### config.mk
export PLATFORM = sky130hd
export DESIGN_NAME = fmq_cmd_framer_flat
export DESIGN_NICKNAME = d
export VERILOG_FILES = /design/src/rtl/fmq_pkg.sv /design/src/rtl/fmq_cmd_framer_if.sv /design/src/rtl/fmq_gap_timer.sv /design/src/rtl/fmq_cmd_framer.sv /design/src/flat_wrapper.sv
export SDC_FILE = /design/constraint.sdc
export NUM_CORES = 1
export LEC_CHECK = 0
export BUFFER_PORTS_ARGS = -buffer_cell sky130_fd_sc_hd__buf_2
export CAP_MARGIN = 20
export CORE_AREA = 3 3 78 80
export CTS_CLUSTER_SIZE = 20
export DETAILED_ROUTE_END_ITERATION = 7
export DIE_AREA = 0 0 81 83
export GPL_ROUTABILITY_DRIVEN = 0
export MAX_ROUTING_LAYER = met4
export PLACE_DENSITY = 0.86
export SLEW_MARGIN = 20
export SYNTH_ARGS = -nofsm -noshare
export SYNTH_HDL_FRONTEND = slang
export SYNTH_SLANG_ARGS = --single-unit
export TNS_END_PERCENT = 30
### constraint.sdc
create_clock -name clk -period 2.3 [get_ports clk]
set_input_delay 0 -clock clk [delete_from_list [all_inputs] [get_ports clk]]
set_output_delay 0 -clock clk [all_outputs]
set_load 0.005 [all_outputs]
### src/rtl/fmq_pkg.sv
// rtl/fmq_pkg.sv - shared opcodes, FSM encoding, response codes and frame field positions for the command framer
package fmq_pkg;

    // Opcode field values carried in B0[6:5]
    localparam logic [1:0] OP_WRITE   = 2'b00;
    localparam logic [1:0] OP_RELOAD  = 2'b01;
    localparam logic [1:0] OP_QUERY   = 2'b10;
    localparam logic [1:0] OP_UNKNOWN = 2'b11;

    // Framer state encoding
    typedef enum logic [2:0] {
        IDLE = 3'd0,
        GOT1 = 3'd1,
        GOT2 = 3'd2,
        EXEC = 3'd3,
        RESP = 3'd4
    } fmq_state_t;

    // Response bytes for acknowledged writes/reloads and rejected writes
    localparam logic [7:0] ACK = 8'h06;
    localparam logic [7:0] NAK = 8'h15;

    // The MSB of every byte marks the start of a frame
    localparam int SYNC_BIT = 7;

    // Field slices: B0 = {1, op, addr[6:2]}, B1 = {0, addr[1:0], off[11:7]}, B2 = {0, off[6:0]}
    localparam int B0_OP_HI   = 6;
    localparam int B0_OP_LO   = 5;
    localparam int B0_ADDR_HI = 4;
    localparam int B0_ADDR_LO = 0;
    localparam int B1_ADDR_HI = 6;
    localparam int B1_ADDR_LO = 5;
    localparam int B1_OFF_HI  = 4;
    localparam int B1_OFF_LO  = 0;
    localparam int B2_OFF_HI  = 6;
    localparam int B2_OFF_LO  = 0;

    // Widths of the assembled fields
    localparam int ADDR_W      = 7;
    localparam int FRAME_OFF_W = 12;

endpackage

### src/rtl/fmq_cmd_framer_if.sv
// rtl/fmq_cmd_framer_if.sv - rx/tx byte streams plus offset-write and reload lines of the command framer
interface fmq_cmd_framer_if #(
    parameter int OFFSET_WIDTH = 12
);
    // UART receive stream into the framer
    logic [7:0]              rx_data;
    logic                    rx_valid;
    logic                    rx_ready;
    // UART transmit stream out of the framer
    logic [7:0]              tx_data;
    logic                    tx_valid;
    logic                    tx_ready;
    // Offset register file write port and phase-clock reload
    logic                    wr_en;
    logic [6:0]              wr_addr;
    logic [OFFSET_WIDTH-1:0] wr_data;
    logic                    reload;

    // Framer side
    modport master (
        input  rx_data, rx_valid, tx_ready,
        output rx_ready, tx_data, tx_valid, wr_en, wr_addr, wr_data, reload
    );

    // Environment side (UART, register file, phase clocks)
    modport slave (
        output rx_data, rx_valid, tx_ready,
        input  rx_ready, tx_data, tx_valid, wr_en, wr_addr, wr_data, reload
    );
endinterface

### src/rtl/fmq_gap_timer.sv
// rtl/fmq_gap_timer.sv - restartable idle counter with a one-shot terminal-count pulse
module fmq_gap_timer #(
    parameter int TIMEOUT = 50000
) (
    input  logic clk,
    input  logic rst,
    input  logic clear,
    output logic tc
);
    localparam int W = (TIMEOUT < 1) ? 1 : $clog2(TIMEOUT + 1);
    localparam logic [W-1:0] TC_VAL = W'(TIMEOUT);

    logic [W-1:0] cnt;
    logic         fired;

    // Count idle cycles since the last clear; park at TIMEOUT and remember the pulse was given
    always_ff @(posedge clk) begin
        if (rst || clear) begin
            cnt   <= '0;
            fired <= 1'b0;
        end else if (cnt != TC_VAL) begin
            cnt <= cnt + 1'b1;
        end else begin
            fired <= 1'b1;
        end
    end

    // A clear on the terminal cycle wins, so an event arriving just in time is never treated as a timeout
    assign tc = !clear && !fired && (cnt == TC_VAL);

endmodule

### src/rtl/fmq_cmd_framer.sv
// rtl/fmq_cmd_framer.sv - 3-byte command framer/decoder; FMQ_CMD_ACK_EN adds ACK/NAK responses to writes and reloads
module fmq_cmd_framer
    import fmq_pkg::*;
#(
    parameter int OUTPUTS      = 88,
    parameter int OFFSET_WIDTH = 12,
    parameter int TIMEOUT      = 50000,
    parameter int ERR_WIDTH    = 8
) (
    input  logic                 clk,
    input  logic                 rst,
    fmq_cmd_framer_if.master     bus,
    output logic [ERR_WIDTH-1:0] err_count,
    output logic                 busy
);
    localparam logic [7:0] OUT_LIM   = 8'(OUTPUTS);
    localparam logic [7:0] CHAN_RESP = 8'(OUTPUTS);

    fmq_state_t state;

    // Captured payload bits of B0 and B1 (sync bits are implied by the state)
    logic [6:0] b0_q;
    logic [6:0] b1_q;

    logic                   rx_fire;
    logic                   sync;
    logic [1:0]             frm_op;
    logic [ADDR_W-1:0]      frm_addr;
    logic [FRAME_OFF_W-1:0] frm_off;
    logic                   addr_ok;
    logic                   gap_clear;
    logic                   gap_tc;
    logic                   err_event;

    assign rx_fire  = bus.rx_valid && bus.rx_ready;
    assign sync     = bus.rx_data[SYNC_BIT];
    assign frm_op   = b0_q[B0_OP_HI:B0_OP_LO];
    assign frm_addr = {b0_q[B0_ADDR_HI:B0_ADDR_LO], b1_q[B1_ADDR_HI:B1_ADDR_LO]};
    assign frm_off  = {b1_q[B1_OFF_HI:B1_OFF_LO], bus.rx_data[B2_OFF_HI:B2_OFF_LO]};
    assign addr_ok  = ({1'b0, frm_addr} < OUT_LIM);

    // The gap timer only runs while a frame is partially assembled
    assign gap_clear = rx_fire || !((state == GOT1) || (state == GOT2));

    fmq_gap_timer #(
        .TIMEOUT (TIMEOUT)
    ) u_gap_timer (
        .clk   (clk),
        .rst   (rst),
        .clear (gap_clear),
        .tc    (gap_tc)
    );

    // Flag framing, timeout and range errors seen this cycle
    always_comb begin
        err_event = 1'b0;
        case (state)
            IDLE: begin
                if (rx_fire && !sync) err_event = 1'b1;
            end
            GOT1: begin
                if (rx_fire)     err_event = sync;
                else if (gap_tc) err_event = 1'b1;
            end
            GOT2: begin
                if (rx_fire) begin
                    if (sync)                                  err_event = 1'b1;
                    else if ((frm_op == OP_WRITE) && !addr_ok) err_event = 1'b1;
                end else if (gap_tc) begin
                    err_event = 1'b1;
                end
            end
            default: err_event = 1'b0;
        endcase
    end

    // Saturating error counter; only reset clears it
    always_ff @(posedge clk) begin
        if (rst) begin
            err_count <= '0;
        end else if (err_event && (err_count != {ERR_WIDTH{1'b1}})) begin
            err_count <= err_count + 1'b1;
        end
    end

    // Frame assembly and command execution FSM; every output is registered here
    always_ff @(posedge clk) begin
        if (rst) begin
            state        <= IDLE;
            b0_q         <= '0;
            b1_q         <= '0;
            bus.rx_ready <= 1'b0;
            bus.tx_valid <= 1'b0;
            bus.tx_data  <= '0;
            bus.wr_en    <= 1'b0;
            bus.wr_addr  <= '0;
            bus.wr_data  <= '0;
            bus.reload   <= 1'b0;
            busy         <= 1'b0;
        end else begin
            bus.wr_en  <= 1'b0;
            bus.reload <= 1'b0;
            case (state)
                IDLE: begin
                    bus.rx_ready <= 1'b1;
                    if (rx_fire && sync) begin
                        b0_q  <= bus.rx_data[6:0];
                        state <= GOT1;
                        busy  <= 1'b1;
                    end
                end

                GOT1: begin
                    if (rx_fire) begin
                        if (sync) begin
                            // A new B0 mid-frame restarts assembly from this byte
                            b0_q <= bus.rx_data[6:0];
                        end else begin
                            b1_q  <= bus.rx_data[6:0];
                            state <= GOT2;
                        end
                    end else if (gap_tc) begin
                        state <= IDLE;
                        busy  <= 1'b0;
                    end
                end

                GOT2: begin
                    if (rx_fire) begin
                        if (sync) begin
                            b0_q  <= bus.rx_data[6:0];
                            state <= GOT1;
                        end else begin
                            // B2 accepted: act now so strobes appear on the next cycle
                            state        <= EXEC;
                            bus.rx_ready <= 1'b0;
                            case (frm_op)
                                OP_WRITE: begin
                                    if (addr_ok) begin
                                        bus.wr_en   <= 1'b1;
                                        bus.wr_addr <= frm_addr;
                                        bus.wr_data <= OFFSET_WIDTH'(frm_off);
`ifdef FMQ_CMD_ACK_EN
                                        bus.tx_data  <= ACK;
                                        bus.tx_valid <= 1'b1;
                                    end else begin
                                        bus.tx_data  <= NAK;
                                        bus.tx_valid <= 1'b1;
`endif
                                    end
                                end
                                OP_RELOAD: begin
                                    bus.reload <= 1'b1;
`ifdef FMQ_CMD_ACK_EN
                                    bus.tx_data  <= ACK;
                                    bus.tx_valid <= 1'b1;
`endif
                                end
                                OP_QUERY: begin
                                    bus.tx_data  <= CHAN_RESP;
                                    bus.tx_valid <= 1'b1;
                                end
                                default: begin
                                    bus.tx_data  <= 8'h00;
                                    bus.tx_valid <= 1'b1;
                                end
                            endcase
                        end
                    end else if (gap_tc) begin
                        state <= IDLE;
                        busy  <= 1'b0;
                    end
                end

                EXEC: begin
                    // A response already taken in this cycle needs no RESP wait
                    if (!bus.tx_valid || bus.tx_ready) begin
                        bus.tx_valid <= 1'b0;
                        bus.rx_ready <= 1'b1;
                        busy         <= 1'b0;
                        state        <= IDLE;
                    end else begin
                        state <= RESP;
                    end
                end

                RESP: begin
                    if (bus.tx_ready) begin
                        bus.tx_valid <= 1'b0;
                        bus.rx_ready <= 1'b1;
                        busy         <= 1'b0;
                        state        <= IDLE;
                    end
                end

                default: begin
                    state        <= IDLE;
                    bus.rx_ready <= 1'b0;
                    bus.tx_valid <= 1'b0;
                    busy         <= 1'b0;
                end
            endcase
        end
    end

endmodule

### src/flat_wrapper.sv
// flat-port wrapper written by rule: the top's interface ports become plain ports
module fmq_cmd_framer_flat import fmq_pkg::*;
#(
    parameter int OUTPUTS      = 88,
    parameter int OFFSET_WIDTH = 12,
    parameter int TIMEOUT      = 50000,
    parameter int ERR_WIDTH    = 8
)
  (clk, rst, err_count, busy, bus_rx_data, bus_rx_valid, bus_tx_ready, bus_rx_ready, bus_tx_data, bus_tx_valid, bus_wr_en, bus_wr_addr, bus_wr_data, bus_reload);
  fmq_cmd_framer_if #(.OFFSET_WIDTH(OFFSET_WIDTH)) bus_i ();
  input  logic clk;
  input  logic rst;
  output logic [ERR_WIDTH-1:0] err_count;
  output logic busy;
  input wire logic [$bits(bus_i.rx_data)-1:0] bus_rx_data;
  input wire logic [$bits(bus_i.rx_valid)-1:0] bus_rx_valid;
  input wire logic [$bits(bus_i.tx_ready)-1:0] bus_tx_ready;
  output wire logic [$bits(bus_i.rx_ready)-1:0] bus_rx_ready;
  output wire logic [$bits(bus_i.tx_data)-1:0] bus_tx_data;
  output wire logic [$bits(bus_i.tx_valid)-1:0] bus_tx_valid;
  output wire logic [$bits(bus_i.wr_en)-1:0] bus_wr_en;
  output wire logic [$bits(bus_i.wr_addr)-1:0] bus_wr_addr;
  output wire logic [$bits(bus_i.wr_data)-1:0] bus_wr_data;
  output wire logic [$bits(bus_i.reload)-1:0] bus_reload;
  assign bus_i.rx_data = bus_rx_data;
  assign bus_i.rx_valid = bus_rx_valid;
  assign bus_i.tx_ready = bus_tx_ready;
  assign bus_rx_ready = bus_i.rx_ready;
  assign bus_tx_data = bus_i.tx_data;
  assign bus_tx_valid = bus_i.tx_valid;
  assign bus_wr_en = bus_i.wr_en;
  assign bus_wr_addr = bus_i.wr_addr;
  assign bus_wr_data = bus_i.wr_data;
  assign bus_reload = bus_i.reload;
  fmq_cmd_framer #(.OUTPUTS(OUTPUTS), .OFFSET_WIDTH(OFFSET_WIDTH), .TIMEOUT(TIMEOUT), .ERR_WIDTH(ERR_WIDTH)) u_core (.clk(clk), .rst(rst), .bus(bus_i), .err_count(err_count), .busy(busy));
endmodule
# Yosys cells after proc, flatten, opt, wreduce, memory -nomap -nowiden
# Index checks and enable logic that the tools add are counted.
# W data, S select, Z words.
[totals] register_bits=74 out_inout_bits=40 elab_cells=115
[op_classes] addsub=2 n_lt_le_gt_ge=1 eq_ne=20 mux=38 bitwise_logic=7 n_reduce_logical=33
[op_table] cell="$mux W3" count=7
[op_table] cell="$mux W7" count=3
[op_table] cell="$mux W1" count=20
[op_table] cell="$add A16 B1 Y16 const B" count=1
[op_table] cell="$eq A16 B16 Y1 const B" count=1
[op_table] cell="$ne A16 B16 Y1 const B" count=1
[op_table] cell="$pmux W8 S2" count=1
[op_table] cell="$pmux W3 S5" count=1
[op_table] cell="$reduce_and A5 Y1" count=3
[op_table] cell="$pmux W7 S2" count=1
[op_table] cell="$ne A2 B1 Y1 const B" count=6
[op_table] cell="$add A8 B1 Y8 const B" count=1
[op_table] cell="$ne A2 B2 Y1 const B" count=4
[op_table] cell="$ne A8 B8 Y1 const B" count=1
[op_table] cell="$pmux W1 S4" count=2
[op_table] cell="$reduce_and A4 Y1" count=2
[op_table] cell="$logic_and A1 B1 Y1" count=7
[op_table] cell="$lt A7 B7 Y1 const B" count=1
[op_table] cell="$not A1 Y1" count=7
[op_table] cell="$eq A3 B2 Y1 const B" count=2
[op_table] cell="$logic_not A1 Y1" count=6
[op_table] cell="$reduce_and A3 Y1" count=2
[op_table] cell="$reduce_and A6 Y1" count=1
[op_table] cell="$reduce_or A2 Y1" count=3
[op_table] cell="other kinds (14)" count=17

# Longest topological paths before layout
[depth] ltp_word=11 mapped_depth=8

# Modules after synthesis
# A second synthesis with hierarchy kept.
[unflattened] cells_unflattened=345 area_unflattened_um2=3088.0
[by_module_without_submodules] mod="fmq_cmd_framer" n_inst=1 cells_each=250 area_per_inst_um2=2238.4 seq_area_each_um2=1001.0
[by_module_without_submodules] mod="fmq_gap_timer" n_inst=1 cells_each=95 area_per_inst_um2=849.6 seq_area_each_um2=340.3

# Worst setup path before layout
# Ideal clock, no wire load.
[synth_timing] kind="reg-to-reg" startpoint="register u_core.u_gap_timer.cnt[0]" endpoint="register u_core.err_count[2]" setup_time_ns=0.121 arrival_ns=1.976 required_ns=2.179 slack_ns=0.203 path_stages_with_launch=9 n_path_buf=1 path_cell_list="dfxtp_1 > inv_1 > ha_1 > nor3b_1 > nand4_1 > o41a_1 > buf_2 > nor3b_1 > mux2_2"
[synth_via] elab_chain_cells=6
[synth_rtl] element="start: declaration" line="fmq_gap_timer.sv:13" rtl="logic [W-1:0] cnt;"
[synth_rtl] element="start signal: assignment" line="fmq_gap_timer.sv:22" rtl="cnt <= cnt + 1'b1;"
[synth_rtl] element="$eq A16 B16 Y1 (*)" line="fmq_gap_timer.sv:29" rtl="assign tc = !clear && !fired && (cnt == TC_VAL);"
[synth_rtl] element="$logic_and A1 B1 Y1 (*)" line="fmq_gap_timer.sv:29"
[synth_rtl] element="$mux W1 (*)" line="fmq_cmd_framer.sv:63, fmq_cmd_framer.sv:69"
[synth_rtl] element="$mux W1 (on tied branches)" line="fmq_cmd_framer.sv:66, fmq_cmd_framer.sv:62"
[synth_rtl] element="$pmux W1 S3 (*)" line="fmq_cmd_framer.sv:57" rtl="case (state)"
[synth_rtl] element="$logic_and A1 B1 Y1 (*)" line="fmq_cmd_framer.sv:81" rtl="end else if (err_event && (err_count != {ERR_WIDTH{1'b1}})) begin"
[synth_rtl] element="end signal: assignment" line="fmq_cmd_framer.sv:82" rtl="err_count <= err_count + 1'b1;"
[synth_rtl] element="end: declaration" line="fmq_cmd_framer.sv:13" rtl="output logic [ERR_WIDTH-1:0] err_count,"
# Mark *: on every way between the ends. The rest lies on a longest branch, timed or not.
# A chain may end at the register's enable or synchronous reset.

# Worst setup path after layout
[layout_timing] startpoint="register u_core.u_gap_timer.cnt[0]" endpoint="register u_core.err_count[1]"
# Same word-level chain as after synthesis.

==> Flow_metrics.wiki <==
{| class="wikitable"
! Metric !! Value
|-
| F_max || 0.469 GHz
|-
| Critical path class || flop to flop
|-
| FFs w/ async S/R, synth || 0%
|-
| # diodes || 0
|-
| Int Power || 1.72 mW
|-
| # port buffers || 46
|-
| Slew Limit Headroom || 53.5%
|-
| Family with the most delay on the worst path || simple AND/OR/NAND/NOR gates
|-
| Mapped Area || 2940 um2
|-
| Beginning of the worst register-to-register path || u_core.u_gap_timer.cnt[0]$_SDFFE_PP0P_
|-
| Shortest clock period the worst path allows after layout || 2.13 ns
|-
| Worst min-delay path startpoint || bus_tx_ready
|-
| CTS HTree Levels || 3
|-
| Post-route non-filler standard cell count || 455
|-
| Floorplan die area || 6720 um2
|-
| RSZ-0062 raised after global routing || false
|-
| Switch share || 23.1%
|-
| Area growth from synthesis to layout || 20.5%
|-
| CTS Buffer Depth || 2
|-
| Average detailed-routed wire length per instance || 14.4 um
|-
| Std cell rows || 27
|-
| Busiest layer in global routing || met2
|-
| Post-synth EDFFs || 0
|-
| Setup TNS || 0 ns
|-
| Cell type contributing the most total cell area after synthesis || dfxtp_1
|-
| Most used flip-flop cell after synthesis || dfxtp_1
|-
| Number of cells produced by synthesis || 320
|-
| Total leakage power || 1.44 nW
|-
| CP Launch Point || u_core.u_gap_timer.cnt[0]$_SDFFE_PP0P_
|-
| Most used standard cell by instance count after synthesis || dfxtp_1
|-
| Combined global-route utilization of all metal layers || 21.2%
|-
| Top cells by area, synth || dfxtp_1 (46%), mux2i_1 (12%), nor2_1 (7.9%), xor2_1 (3.6%), nand4_1 (2.3%)
|-
| Largest net degree at the start of global routing || 41
|-
| Worst slew pin tran || 0.694 ns
|-
| Clock network fraction of total power || 42.3%
|-
| Register bit total from synthesis || 67
|-
| Slew Viols, Final || 0
|-
| Relative contribution of combinational cells to total power || 4.8%
|-
| Antenna violations before repair || 0
|-
| Fraction of final layout cells sized beyond drive strength 1 || 20.9%
|-
| Worst stage delay on the critical path || 0.54 ns
|-
| Count of antenna-violating nets left after detailed routing || 0
|-
| Wire length of the first global-routing pass || 11.0 mm
|-
| Cell-by-cell listing of the critical path || inv_1 -> ha_1 -> nor3b_2 -> nand4_1 -> o41a_4 -> clkbuf_2 -> or3b_1 -> a21oi_1
|-
| M1 GR Usage || 25.4%
|-
| Starting density of the core || 53.7%
|-
| Buffer and inverter count on the worst path || 2
|-
| Data arrival, critical path || 2.42 ns
|-
| Detailed router's first-iteration violation count || 172
|-
| Pwr per Cell Area || 631 nW/um2
|-
| Share of the synthesized area in the top cell type || 45.7%
|-
| Clock-pin slew on the worst setup and hold paths || 0.08 ns
|-
| Die Wd || 81 um
|-
| Clock latency of the later-clocked register in the worst-skew pair || 0.36 ns
|-
| Kind of end point of the critical path || flop
|-
| Layout net count || 393
|-
| Via count of the first global-routing pass || 2384
|-
| Fraction of the yosys area taken by sequential cells || 45.7%
|-
| Average size of a mapped cell || 9.18 um2
|-
| Worst Skew || 0.0210 ns
|-
| CTS tree || built
|-
| Aggregate global routing overflow || 0
|-
| Worst vdd rail ir drop || 0.514 mV
|-
| Worst min-delay path class || primary input to flop
|-
| Final routed wirelength across all metal layers || 6.56 mm
|-
| GR met3 Demand/Resource || 5.64%
|-
| Drt via density || 5.52
|-
| Net Switching || 0.516 mW
|-
| TritonCTS Buffers || 9
|-
| Met2 track utilization from global routing || 33.7%
|-
| Final period utilization || 92.7%
|-
| First-pass iteration count of the detailed router || 4
|-
| Remaining routing DRC violations || 0
|-
| Vias || 2510
|-
| Hold Vio Cnt, Final || 0
|-
| Number of cells after detailed placement || 429
|-
| Clock tree root buffer cell || clkbuf_8
|-
| Number of top-level pins || 52
|-
| Element type at the critical path start || flop
|-
| Clk sink count || 67
|-
| Number of max-cap violations || 0
|-
| Outcome || finished, final reports clean
|-
| Critical-path cell with the highest stage delay || o41a_4
|-
| Worst Path Required || 2.59 ns
|-
| Critical-path maximum fanout || 8
|-
| Final setup violating endpoints || 0
|-
| Sequential cell fraction of total power || 52.8%
|-
| Chip height || 83 um
|-
| Core outline area || 5470 um2
|-
| Unique cell type count in the Yosys netlist || 44
|-
| Synth warn || 0
|-
| Most instantiated cells after synthesis || dfxtp_1 (67), nor2_1 (62), mux2i_1 (35)
|-
| DPL Wire Length || 4.38 mm
|}
## metal layers
metal	up-vias	share of wire (%)	wire, um
met5	-	0	0
met4	0	0.90	59
met3	8	6.1	399
met2	82	49	3240
met1	1200	44	2870
li1	1220	-	-
## worst paths after layout
kind,endpoint,slack (ns),depth (start not counted)
worst min register to register,u_core.bus.wr_addr[4]$_SDFFE_PP0P_,0.49,2
worst min-delay path,u_core.state[2]$_SDFFE_PP0P_,0.03,3
worst max register to register,u_core.err_count[1]$_SDFFE_PP0P_,0.17,8
worst max-delay path,u_core.err_count[1]$_SDFFE_PP0P_,0.17,8
## final cells by class
type | instances | area (um2)
repair buffers | 66 | 410
clock inverters | 4 | 51.3
multi-input cells | 228 | 1490
flip-flops and latches | 67 | 1340
fillers | 433 | 1940
inverters | 6 | 22.5
well taps | 72 | 90.1
clock buffers | 12 | 135
## through the flow
step           area, um2  total power [mW]  hold WS (ns)  worst slack [ns]  utilization, %
2_1_floorplan       2950              1.27         0.144             0.203               -
3_3_place_gp        3240              1.29         0.266             0.163            59.3
3_5_place_dp        3240              1.30         0.272            0.0593            59.3
4_1_cts             3510              2.23        0.0109            0.0507            64.1
5_1_grt             3540              2.30        0.0456            0.0342            64.6
6_report            3540              2.23        0.0275             0.168            64.6
## cells in the final DEF (no fill, tap or decap), drive strengths merged, types with 2 or more instances in the layout
| cell type | n |
|---|---|
| dfxtp | 67 |
| nor2 | 62 |
| buf | 57 |
| mux2i | 35 |
| clkbuf | 13 |
| nand2 | 12 |
| xor2 | 12 |
| a21oi | 11 |
| nand4 | 11 |
| nand3 | 8 |
| dlygate4sd3 | 8 |
| nor3 | 8 |
| inv | 6 |
| and3 | 5 |
| conb | 5 |
| nor2b | 4 |
| xnor2 | 4 |
| nor3b | 4 |
| o21ai | 4 |
| nor4 | 3 |
| o31ai | 3 |
| or4 | 3 |
| a211oi | 3 |
| ha | 3 |
| and4b | 2 |
| and4 | 2 |
| a21o | 2 |
| o31a | 2 |
| mux2 | 2 |
| nand4b | 2 |
| nand2b | 2 |
| a31oi | 2 |
| or3b | 2 |
| clkinv | 2 |
## power groups by stage
stage / registers, mW / logic (mW) / clock network [mW]
6_report: 1.18 / 0.108 / 0.945
5_1_grt: 1.18 / 0.120 / 1.00
4_1_cts: 1.18 / 0.101 / 0.951
3_5_place_dp: 1.21 / 0.0910 / 0
3_3_place_gp: 1.21 / 0.0881 / 0
2_1_floorplan: 1.20 / 0.0684 / 0
## worst register-to-register path, cell delays in order (launching register included)
cell      delay [ns]
dfxtp_1         0.35
inv_1           0.09
ha_1            0.13
nor3b_2         0.14
nand4_1         0.15
o41a_4          0.54
clkbuf_2        0.18
or3b_1          0.38
a21oi_1         0.13
## what timing repair did
item,4_1_cts,5_1_grt
hold endpoints to repair,23,0
setup endpoints to repair,0,5
buffers inserted,0,2
resized for setup,0,3
hold buffers,8,0
## sequential cells by signal, summed over array words and instances (netlist names)
| register | count |
|---|---|
| u_core.bus.wr_en | 1 |
| u_core.bus.tx_valid | 1 |
| u_core.err_count | 8 |
| u_core.u_gap_timer.cnt | 16 |
| u_core.u_gap_timer.fired | 1 |
| u_core.b0_q | 7 |
| u_core.busy | 1 |
| u_core.bus.wr_data | 12 |
| u_core.bus.wr_addr | 7 |
| u_core.bus.tx_data | 1 |
| u_core.bus.rx_ready | 1 |
| u_core.b1_q | 7 |
| u_core.state | 3 |
| u_core.bus.reload | 1 |
## cells by family (layout without fill, tap and decap cells)
kind of cell,count (synthesis),count (layout),synth area share (%)
flops,67,67,45.7
simple gates,136,136,23.7
mux,37,37,12.7
fa+ha+maj,3,3,1.28
xor+xnor,16,16,4.77
compound gates,31,31,6.86
buf+inv,29,88,4.90
other cells,1,5,0.128
Power figures use the tool's default switching activity.
